File: config.mk
export PLATFORM = sky130hd
export DESIGN_NAME = coeff_write_stage
export DESIGN_NICKNAME = d
export VERILOG_FILES = /design/src/rtl/coeff_write_stage.sv
export SDC_FILE = /design/constraint.sdc
export NUM_CORES = 1
export LEC_CHECK = 0
export CAP_MARGIN = 20
export CORE_ASPECT_RATIO = 0.7
export CORE_MARGIN = 1
export CORE_UTILIZATION = 55
export DETAILED_ROUTE_END_ITERATION = 12
export PLACE_DENSITY = 0.79
export SETUP_SLACK_MARGIN = 0.05
export SYNTH_ARGS = -nofsm -noshare
export SYNTH_HDL_FRONTEND = slang
export SYNTH_SLANG_ARGS = --single-unit
File: constraint.sdc
create_clock -name clk -period 3.1 [get_ports clk]
set_clock_uncertainty 0.15 [all_clocks]
set_input_delay 0.31 -clock clk [delete_from_list [all_inputs] [get_ports clk]]
set_output_delay 0.31 -clock clk [all_outputs]
set_load 0.01 [all_outputs]
File: src/rtl/coeff_write_stage.sv
`default_nettype none
// ============================================================================
//  Module   : coeff_write_stage
//  Purpose  : Staging FIFO for equalizer coefficient write / write-done
//             commands. Commands from the host-side loader are queued in a
//             DEPTH-entry FIFO and presented one at a time to the
//             coefficient RAM / filter bank via an output register with a
//             valid/ready handshake. Sticky flags report dropped commands
//             (overflow) and, optionally, out-of-range addresses.
//
//  Optional feature macro: COEFF_ADDR_CHECK_EN
//    defined   : writes to address >= NUM_COEFFS set o_addr_error and lose
//                their write flag (a done flag still gets queued).
//    undefined : every address passes unchanged and o_addr_error is 0.
//
//  Ports
//    clk, rst          clock, synchronous active-high reset
//    clk_enable        global advance; low freezes all state
//    i_write_enable    write command
//    i_write_done      end-of-load marker
//    i_write_address   write address        [ADDR_W]
//    i_coeffs_in       signed coefficient   [DATA_W]
//    i_clear_err       clears sticky flags
//    i_ready           downstream accepts the presented entry
//    o_ready           FIFO not full
//    o_write_enable    presented entry carries a write
//    o_write_done      presented entry carries done
//    o_write_address   presented address
//    o_coeffs_in       presented coefficient (signed)
//    o_count           FIFO occupancy, output register excluded
//    o_overflow        sticky: command dropped while full
//    o_addr_error      sticky: out-of-range write seen
//
//  Revision : 1.0  initial release
// ============================================================================
module coeff_write_stage #(
    parameter int DATA_W     = 16,
    parameter int ADDR_W     = 6,
    parameter int DEPTH      = 4,
    parameter int NUM_COEFFS = 40
) (
    input  logic                       clk,
    input  logic                       rst,
    input  logic                       clk_enable,
    input  logic                       i_write_enable,
    input  logic                       i_write_done,
    input  logic [ADDR_W-1:0]          i_write_address,
    input  logic signed [DATA_W-1:0]   i_coeffs_in,
    input  logic                       i_clear_err,
    input  logic                       i_ready,
    output logic                       o_ready,
    output logic                       o_write_enable,
    output logic                       o_write_done,
    output logic [ADDR_W-1:0]          o_write_address,
    output logic signed [DATA_W-1:0]   o_coeffs_in,
    output logic [$clog2(DEPTH+1)-1:0] o_count,
    output logic                       o_overflow,
    output logic                       o_addr_error
);

    localparam int c_PTR_W   = $clog2(DEPTH);
    localparam int c_CNT_W   = $clog2(DEPTH+1);
    localparam int c_ENTRY_W = 2 + ADDR_W + DATA_W;

    localparam logic [c_PTR_W-1:0] c_PTR_ONE   = c_PTR_W'(1);
    localparam logic [c_CNT_W-1:0] c_CNT_ONE   = c_CNT_W'(1);
    localparam logic [c_CNT_W-1:0] c_DEPTH_CNT = c_CNT_W'(DEPTH);
    localparam logic [ADDR_W:0]    c_NUM_ADDR  = (ADDR_W+1)'(NUM_COEFFS);

    // Storage and state
    logic [c_ENTRY_W-1:0] r_mem [DEPTH];
    logic [c_PTR_W-1:0]   r_wr_ptr;
    logic [c_PTR_W-1:0]   r_rd_ptr;
    logic [c_CNT_W-1:0]   r_count;
    logic                 r_out_we;
    logic                 r_out_done;
    logic [ADDR_W-1:0]    r_out_addr;
    logic [DATA_W-1:0]    r_out_data;
    logic                 r_overflow;
    logic                 r_addr_error;

    // Command qualification
    logic w_addr_oob;
    logic w_addr_bad;
    logic w_we_eff;
    logic w_push_req;
    logic w_out_valid;
    logic w_pop;
    logic w_push;
    logic w_drop;
    logic w_consume;
    logic [c_ENTRY_W-1:0] w_head;

    // Extra MSB keeps the compare safe when NUM_COEFFS == 2**ADDR_W.
    assign w_addr_oob = ({1'b0, i_write_address} >= c_NUM_ADDR);

`ifdef COEFF_ADDR_CHECK_EN
    assign w_addr_bad = clk_enable & i_write_enable & w_addr_oob;
`else
    logic w_unused_addr_oob;
    assign w_unused_addr_oob = w_addr_oob;
    assign w_addr_bad        = 1'b0;
`endif

    // A bad write keeps only its done flag; a bare bad write pushes nothing
    // and therefore can never count as an overflow.
    assign w_we_eff    = i_write_enable & ~w_addr_bad;
    assign w_push_req  = clk_enable & (w_we_eff | i_write_done);

    assign w_out_valid = r_out_we | r_out_done;
    assign w_consume   = clk_enable & w_out_valid & i_ready;
    assign w_pop       = clk_enable & (r_count != '0) & (~w_out_valid | i_ready);

    // A full FIFO still accepts when the head leaves in the same cycle:
    // the slot being read is the one being written, and the read sees the
    // old contents because both are non-blocking.
    assign w_push      = w_push_req & ((r_count < c_DEPTH_CNT) | w_pop);
    assign w_drop      = w_push_req & ~w_push;

    assign w_head      = r_mem[r_rd_ptr];

    // FIFO storage (no reset needed; pointers/count define validity)
    always_ff @(posedge clk) begin
        if (w_push && !rst) begin
            r_mem[r_wr_ptr] <= {w_we_eff, i_write_done, i_write_address, i_coeffs_in};
        end
    end

    // Pointers and occupancy
    always_ff @(posedge clk) begin
        if (rst) begin
            r_wr_ptr <= '0;
            r_rd_ptr <= '0;
            r_count  <= '0;
        end else begin
            if (w_push) begin
                r_wr_ptr <= r_wr_ptr + c_PTR_ONE;
            end
            if (w_pop) begin
                r_rd_ptr <= r_rd_ptr + c_PTR_ONE;
            end
            case ({w_push, w_pop})
                2'b10:   r_count <= r_count + c_CNT_ONE;
                2'b01:   r_count <= r_count - c_CNT_ONE;
                default: r_count <= r_count;
            endcase
        end
    end

    // Output register
    always_ff @(posedge clk) begin
        if (rst) begin
            r_out_we   <= 1'b0;
            r_out_done <= 1'b0;
            r_out_addr <= '0;
            r_out_data <= '0;
        end else if (w_pop) begin
            {r_out_we, r_out_done, r_out_addr, r_out_data} <= w_head;
        end else if (w_consume) begin
            // Address/data intentionally keep their last value.
            r_out_we   <= 1'b0;
            r_out_done <= 1'b0;
        end
    end

    // Sticky error flags: a set event in the same cycle beats the clear.
    always_ff @(posedge clk) begin
        if (rst) begin
            r_overflow   <= 1'b0;
            r_addr_error <= 1'b0;
        end else if (clk_enable) begin
            if (w_drop) begin
                r_overflow <= 1'b1;
            end else if (i_clear_err) begin
                r_overflow <= 1'b0;
            end
            if (w_addr_bad) begin
                r_addr_error <= 1'b1;
            end else if (i_clear_err) begin
                r_addr_error <= 1'b0;
            end
        end
    end

    assign o_ready         = (r_count < c_DEPTH_CNT);
    assign o_write_enable  = r_out_we;
    assign o_write_done    = r_out_done;
    assign o_write_address = r_out_addr;
    assign o_coeffs_in     = r_out_data;
    assign o_count         = r_count;
    assign o_overflow      = r_overflow;
    assign o_addr_error    = r_addr_error;

endmodule
`default_nettype wire

# Word-level counts from Yosys, hierarchy flattened
# Memories as Yosys holds them, arrays and structs flattened. A register that Yosys moved wholly into a read port is not among the register bits.
# Index checks and enable logic that the tools add are counted.
[word_totals] ff_bits=32 ramBits=96 inputBits=29 memories=1
[mem_list] memory="r_mem" depth=4 width=24 rd=1 rd_ports_with_merged_regs=1 wr=1 line_no="71" rtl="logic [c_ENTRY_W-1:0] r_mem [DEPTH];"
[classes] add_sub_neg=4 magnitude_cmp=1 n_eq_ne=2 n_mux=10 bitwise_logic=13 n_reduce_logical=7
[ops] cell="1-bit bitwise AND" count=7
[ops] cell="1-bit two-way mux" count=7
[ops] cell="3-bit one-hot mux with 2 select lines" count=1
[ops] cell="2-bit nonzero test" count=3
[ops] cell="2-bit by 1-bit adder with 2-bit output (second input constant)" count=2
[ops] cell="2-bit two-way mux" count=2
[ops] cell="1-bit OR" count=4
[ops] cell="3-bit by 1-bit adder with 3-bit output (second input constant)" count=1
[ops] cell="3-bit less-than comparator (second input constant)" count=1
[ops] cell="3-bit nonzero test" count=1
[ops] cell="3-bit by 1-bit subtractor with 3-bit output (second input constant)" count=1
[ops] cell="2-bit by 1-bit equality test with 1-bit output (second input constant)" count=1
[ops] cell="2-bit equality test (second input constant)" count=1
[ops] cell="1-bit NOT" count=2
[ops] cell="2-bit AND reduction" count=1
[ops] cell="1-bit logical AND" count=1
[ops] cell="1-bit zero test" count=1

# Logic depth before layout (Yosys ltp)
# Gate-level depths: netlist of the first run.
[logic_depth] word_depth=10 ltp_mapped=10 depth_no_buf=9

# Worst setup path after synthesis of the first run
# OpenSTA, ideal clock, no wires.
[synth_timing] path_kind="register to register" start="register r_out_done (netlist: o_write_done)" end="register r_count[2] (netlist: o_count[2])" arrival_ns=2.062 t_required_ns=2.880 slack_ns=0.818 stages_incl_launch_ff=10 n_path_buf=1 synth_period_minus_slack_ns=2.282 cell_sequence="dfxtp_1 -> o21ba_2 -> buf_2 -> nor3_2 -> ha_1 -> inv_1 -> fa_1 -> xor2_1 -> or3_1 -> a21oi_1"
[synth_via] elab_chain_cells=8 word_cells_on_any_way=10 classes_between="eq/ne: 2; mux: 1; bitwise: 6; reduce/logical: 1"
[synth_rtl] element="start: declaration" line_no="76" rtl="logic r_out_done;"
[synth_rtl] element="start signal: assignment" line_no="158" rtl="{r_out_we, r_out_done, r_out_addr, r_out_data} <= w_head;"
[synth_rtl] element="1-bit OR *" line_no="110" rtl="assign w_out_valid = r_out_we | r_out_done;"
[synth_rtl] element="1-bit NOT *" line_no="112" rtl="assign w_pop = clk_enable & (r_count != '0) & (~w_out_valid | i_ready);"
[synth_rtl] element="1-bit OR *" line_no="112"
[synth_rtl] element="1-bit bitwise AND *" line_no="112"
[synth_rtl] element="via w_pop" line_no="88" rtl="logic w_pop;"
[synth_rtl] element="1-bit OR" line_no="117" rtl="assign w_push = w_push_req & ((r_count < c_DEPTH_CNT) | w_pop);"
[synth_rtl] element="1-bit bitwise AND" line_no="117"
[synth_rtl] element="2-bit by 1-bit equality test with 1-bit output / 2-bit equality test (equally long branches)" line_no="142" rtl="case ({w_push, w_pop})"
[synth_rtl] element="3-bit one-hot mux with 2 select lines / 2-bit nonzero test (equally long branches)"
[synth_rtl] element="end signal: assignment" line_no="143" rtl="2'b10: r_count <= r_count + c_CNT_ONE;"
[synth_rtl] element="end signal: assignment" line_no="144" rtl="2'b01: r_count <= r_count - c_CNT_ONE;"
[synth_rtl] element="end signal: assignment" line_no="145" rtl="default: r_count <= r_count;"
[synth_rtl] element="end: declaration" line_no="74" rtl="logic [c_CNT_W-1:0] r_count;"
# The timed path passes the listed nets; every way through them passes the cells marked *.
# A chain may end at the register's enable or synchronous reset.

# Worst setup path after layout of the first run
[layout_timing] start="register r_count[2] (netlist: o_count[2])" end="register r_count[2] (netlist: o_count[2])"
[layout_via] elab_chain_cells=7 word_cells_on_any_way=12 classes_between="add/sub: 2; order compare: 1; eq/ne: 2; mux: 1; bitwise: 4; reduce/logical: 2"
[layout_rtl] element="3-bit nonzero test *" line_no="112"
[layout_rtl] element="1-bit bitwise AND * (2 in a row)" line_no="112"
[layout_rtl] element="via w_pop" line_no="88"
[layout_rtl] element="1-bit OR" line_no="117"
[layout_rtl] element="1-bit bitwise AND" line_no="117"
[layout_rtl] element="2-bit by 1-bit equality test with 1-bit output / 2-bit equality test (equally long branches)" line_no="142"
[layout_rtl] element="3-bit one-hot mux with 2 select lines / 2-bit nonzero test (equally long branches)"
# Marks and branches as above.

==> metrics, run 1 <==
# setup viols final 0; multi-input logic area around 1400 um^2; area grow syn2layout 26.6%; Worst-Skew Late Latency 0.43 ns; routed wire length 10800 um; Leakage approximately 2.2 nW; Post-CTS Setup Bufs 0; Core Footprint 9030 um^2; Int Power 3.96 mW; total global routing track utilization 24.3%; cell count after synthesis about 310; Via density ~6.0; Clock power frac 38.2%; Die Y between 80 and 90 um; Max Cap Violations 0; Initial DRT Pass Iterations 4; Logic pwr share 22.9%; largest net degree at the start of global routing 35; most common cell after layout, fill and taps aside edfxtp_1; Area contributors post-synth edfxtp_1 (56%), dfxtp_1 (13%), mux4_1 (8.7%); final non-filler cell total 510; CTS tree yes; CP cell instances nor3_2, nor3_2, ha_1, inv_1, fa_1, xor2_1, or3_1, a21oi_1; fillers 556; share of Yosys cell area claimed by the top area cell type 56.3%; Ports 59; # DRC 0; crit path max-delay cell type dfxtp_1; Slew Viols, Final 0; Die W 117 um; HPWL after detailed placement 6660 um; nets 408; status finished, final reports clean; WP data required 3.30 ns; most frequent cells in the layout edfxtp_1 (96), clkdlybuf4s50_1 (57), dfxtp_1 (34); CTS Hold Bufs 0; Tcrit/Tclk final 77.1%; Avg Inst Size Synth between 15 and 20 um^2; Pwr per Cell Area 843 nW/um^2; CTS root buffer clkbuf_16; Synth Cell Area 5120 um^2; sequential share of power just under 40%; RSZ-0062 raised after global routing false; Max clock buf depth 2; Setup Crit Path Kind reg -> reg; Startpoint Class flip-flop; Slew @ Worst Pin just over 0.9 ns; minimum clock period after layout 2.39 ns; vias in the first global route approximately 3000; WL per Instance 21.3 um; first-pass GRT wire length 16500 um; VDD IR max 0.621 mV; Sum Neg Setup Slack 0 ns; row count 29; FF+latch count, synth 130; post-route ant nets 0; Fin. Hold Viols 0; Clock transition at path regs ~0.06 ns; Synth warnings 0; Syn Nets 340; Rel. slew slack 38.8%; DR vias 3076; Placed Instances 477; FMAX about 420 MHz; most numerous cell on the critical path nor3_2; Ant. Diodes 0; Crit. End Element flip-flop; die area 9710 um^2; initial DRC count 267; critical path fanouts, max 8; GPL Wtd Cong just under 0.8; GR Overflow Total 0; Psw 1.50 mW; Port-buffer cells 57; Register Area 3560 um^2; Switching Fraction 27.4%; CP peak stage delay about 0.48 ns; utilization after layout 71.7%; effective utilization at floorplan 56.7%; CTS buffer count 17; largest area contributor in the netlist edfxtp_1; CTS sink count between 100 and 150; initial antenna violation count 0; # resized after CTS 0; H-tree levels 4; worst min path class reg -> reg; share of layout cells above drive strength 1 16.6%; Arr. time, crit path ~2.6 ns; Buffers & Inverters on Critical Path 1; family with the most delay on the worst path simple AND/OR/NAND/NOR gates; Synth cell types 32; post-synthesis sequential area ratio 69.6%
## logic make-up after synthesis
group                    synth area share [%]
XOR/XNOR                                0.342
AND/OR/NAND/NOR                          5.18
AO/OA/AOI/OAI                            7.01
buffers and inverters                    3.35
flip-flops                               69.6
other                                  0.0732
multiplexers                             12.9
adder cells (fa/ha/maj)                  1.61
## routing by layer
| layer | global-route usage (%) | routed length [um] |
|---|---|---|
| met3 | 8.24 | 951 |
| met4 | 10.4 | 118 |
| met2 | 37.6 | 5140 |
| met1 | 31.9 | 4630 |
| met5 | 0 | 0 |
## metrics by stage
step	setup slack [ns]	hold slack, ns	cell area [um^2]	total power, mW
6_report	0.710	0.318	6480	5.46
5_1_grt	0.530	0.346	6480	5.67
4_1_cts	0.716	0.319	6470	5.46
3_5_place_dp	0.312	0.311	5840	3.38
3_3_place_gp	0.413	0.290	5840	3.34
2_1_floorplan	0.818	0.259	5120	2.94
## state kept, by name, summed over array words and instances (netlist names), named ones only
name and cells:
o_write_address 6, o_overflow 1, o_write_done 1, r_rd_ptr 2, r_wr_ptr 2, o_coeffs_in 16, o_write_enable 1, r_mem 96
o_count 3
## synthesized netlist by cell type (all sizes together)
cell,count
nor2,7
o21bai,1
a32o,2
mux2i,1
edfxtp,96
mux4,24
conb,1
ha,5
a211o,1
fa,1
or3,2
o21ba,1
clkbuf,9
buf,17
mux2,4
a21oi,26
o21ai,2
inv,9
nand4,23
nor2b,2
dfxtp,34
xor2,2
nor3,2
a211oi,1
and2,4
nor4,1
o31ai,22
nand2,5
## cell type report
type | count | area share, %
flip-flops and latches | 130 | 55.0
multi-input cells | 140 | 21.5
repair buffers | 75 | 11.0
clock buffers | 19 | 6.83
clock inverters | 13 | 2.82
well taps | 124 | 2.39
inverters | 9 | 0.521
## worst reg2reg max path, cell delays in order (launching register included)
cell	delay (ns)
dfxtp_1	0.48
nor3_2	0.11
nor3_2	0.26
ha_1	0.24
inv_1	0.07
fa_1	0.38
xor2_1	0.16
or3_1	0.30
a21oi_1	0.15
## path summary, 6_finish.rpt
path | start | slack [ns] | depth (start not counted) | endpoint
max reg2reg | o_count[2] | 0.71 | 8 | o_count[2]
min | o_coeffs_in[1] | 0.32 | 2 | o_coeffs_in[1]
max | o_count[2] | 0.71 | 8 | o_count[2]
min reg2reg | o_coeffs_in[1] | 0.32 | 2 | o_coeffs_in[1]
## power by group through the flow
stage | Combinational [mW] | Clock (mW) | Sequential (mW)
2_1_floorplan | 0.766 | 0 | 2.18
3_3_place_gp | 1.19 | 0 | 2.15
3_5_place_dp | 1.23 | 0 | 2.15
4_1_cts | 1.23 | 2.11 | 2.12
5_1_grt | 1.34 | 2.19 | 2.14
6_report | 1.25 | 2.09 | 2.12
Note: power is estimated with default switching activity, not from simulation.
==> inputs of run 2 (changes only) <==
clock period = 2.2 ns   (was 3.1 ns; I/O delays follow)
==> metrics, run 2 (synthesized netlist as in run 1, its figures left out) <==
status finished, final reports clean; VDD IR max 0.761 mV; setup ws final 0.0558 ns; Psw 2.10 mW; CTS sink count 130; crit path max-delay cell type dfxtp_4; Tcrit/Tclk final 97.5%; initial DRC count around 250; Ant. Diodes 0; Via density 5.83; Max clock buf depth 2; DR vias ~3000; CTS root buffer clkbuf_16; most common cell after layout, fill and taps aside edfxtp_1; most frequent cells in the layout edfxtp_1 (96), clkdlybuf4s50_1 (57), dfxtp_1 (30); die area around 9700 um^2; effective utilization at floorplan 56.7%; CTS Hold Bufs 0; area grow syn2layout 30.7%; largest register by flop count r_mem; max reg flops 96; Clock power frac a little under two fifths; GPL Wtd Cong 0.733; total power draw between 7 and 8 mW; nets 420; Port-buffer cells 57; HPWL after detailed placement approximately 6400 um; CP cell instances o21ba_4, nor3_4, ha_2, inv_2, fa_2, xor2_1, or3_1, a21oi_2; CTS buffer count 17; Startpoint Class flip-flop; Switching Fraction 26.2%; Die Y 82.7 um; Crit. End Element flip-flop; largest net degree at the start of global routing 35; Buffers & Inverters on Critical Path 1; Sum Neg Setup Slack 0 ns; Ports 59; RSZ-0062 raised after global routing true; first-pass GRT wire length between 15000 and 20000 um; WHS between 0.2 and 0.3 ns; Die W 117 um; Int Power just under 6 mW; Rel. slew slack 49.9%; final non-filler cell total 521; Fin. Hold Viols 0; GR Overflow Total 0; routed wire length 10500 um; Core Footprint 9030 um^2; Slew Viols, Final 0; CTS tree yes; Placed Instances 489; worst min path class in -> reg; WP data required 2.39 ns; H-tree levels 4; Clock transition at path regs 0.06 ns; critical path fanouts, max 4; vias in the first global route 2993; FMAX 466 MHz; row count 29; Max Cap Violations 0; # setup viols final 0; sequential share of power 37.3%; pre-CTS WS -0.304 ns; # DRC 0; Slew @ Worst Pin approximately 0.75 ns; total global routing track utilization a little under a quarter; initial antenna violation count 0; share of layout cells above drive strength 1 about a fifth; Pwr per Cell Area 1190 nW/um^2; Worst-Skew Late Latency around 0.41 ns; Leakage approximately 2.3 nW; Setup Crit Path Kind reg -> reg; Initial DRT Pass Iterations 5; post-route ant nets 0; Logic pwr share approximately a quarter; minimum clock period after layout ~2.1 ns; Arr. time, crit path 2.34 ns; CP peak stage delay between 0.3 and 0.4 ns; WL per Instance ~20 um; family with the most delay on the worst path adder cells
-- run 2: cell types whose count changed in the layout (fill, tap and decap cells not counted), moves of 3 or more --
cell     previous run  this run
buf_12              0         6
buf_4              17        24
and2_1              4         0
dfxtp_2             0         3
dfxtp_1            34        30
and2_2              0         4
-- run 2: per-stage QoR --
step	cell area, um^2	util [%]
6_report	6690	74.1
5_1_grt	6690	74.1
4_1_cts	6690	74.0
3_5_place_dp	6030	66.7
3_3_place_gp	6030	66.7
2_1_floorplan	5150	-
-- run 2: worst paths after layout --
path / slack (ns) / endpoint / depth (start not counted) / startpoint
worst max-delay path: 0.06 / o_count[2] / 8 / o_write_done
worst min-delay path: 0.29 / r_mem[3][3] / 1 / i_coeffs_in[3]
worst max register to register: 0.06 / o_count[2] / 8 / o_write_done
worst min register to register: 0.30 / o_overflow / 2 / o_overflow
-- run 2: routing by layer --
metal	vias up	global-route usage, %	part of all wire (%)
met3	12	7.90	6.2
met4	0	8.70	1.1
met2	123	39.2	49
li1	1392	-	-
met1	1512	29.6	44
met5	-	0	0
-- run 2: power groups by stage --
stage	combinational [mW]	clock, mW	sequential, mW
after global placement	1.84	0	3.01
final	1.94	3.07	2.98
after floorplan	1.10	0	3.07
after detailed placement	1.89	0	3.02
after global routing	2.06	3.21	3.01
after CTS	1.92	3.11	2.98
-- run 2: area by class of cell --
| cell class | count | area, um^2 |
|---|---|---|
| Fill cell | 529 | 2340 |
| Multi-Input combinational cell | 140 | 1420 |
| Sequential cell | 130 | 3570 |
| Clock inverter | 12 | 213 |
| Timing Repair Buffer | 87 | 871 |
| Inverter | 9 | 33.8 |
| Tap cell | 124 | 155 |
| Clock buffer | 19 | 433 |
-- run 2: timing repair --
item	in CTS	in global routing
endpoints found under the hold margin	0	0
buffers inserted	1	0
pin swaps	2	0
setup endpoints to repair	1	1
resized for setup	3	3
==> inputs of run 3 (changes only) <==
SLEW_MARGIN = 20   (was default)
==> results of run 3 <==
The final DEF is identical to that of run 2; final timing and power are the same.
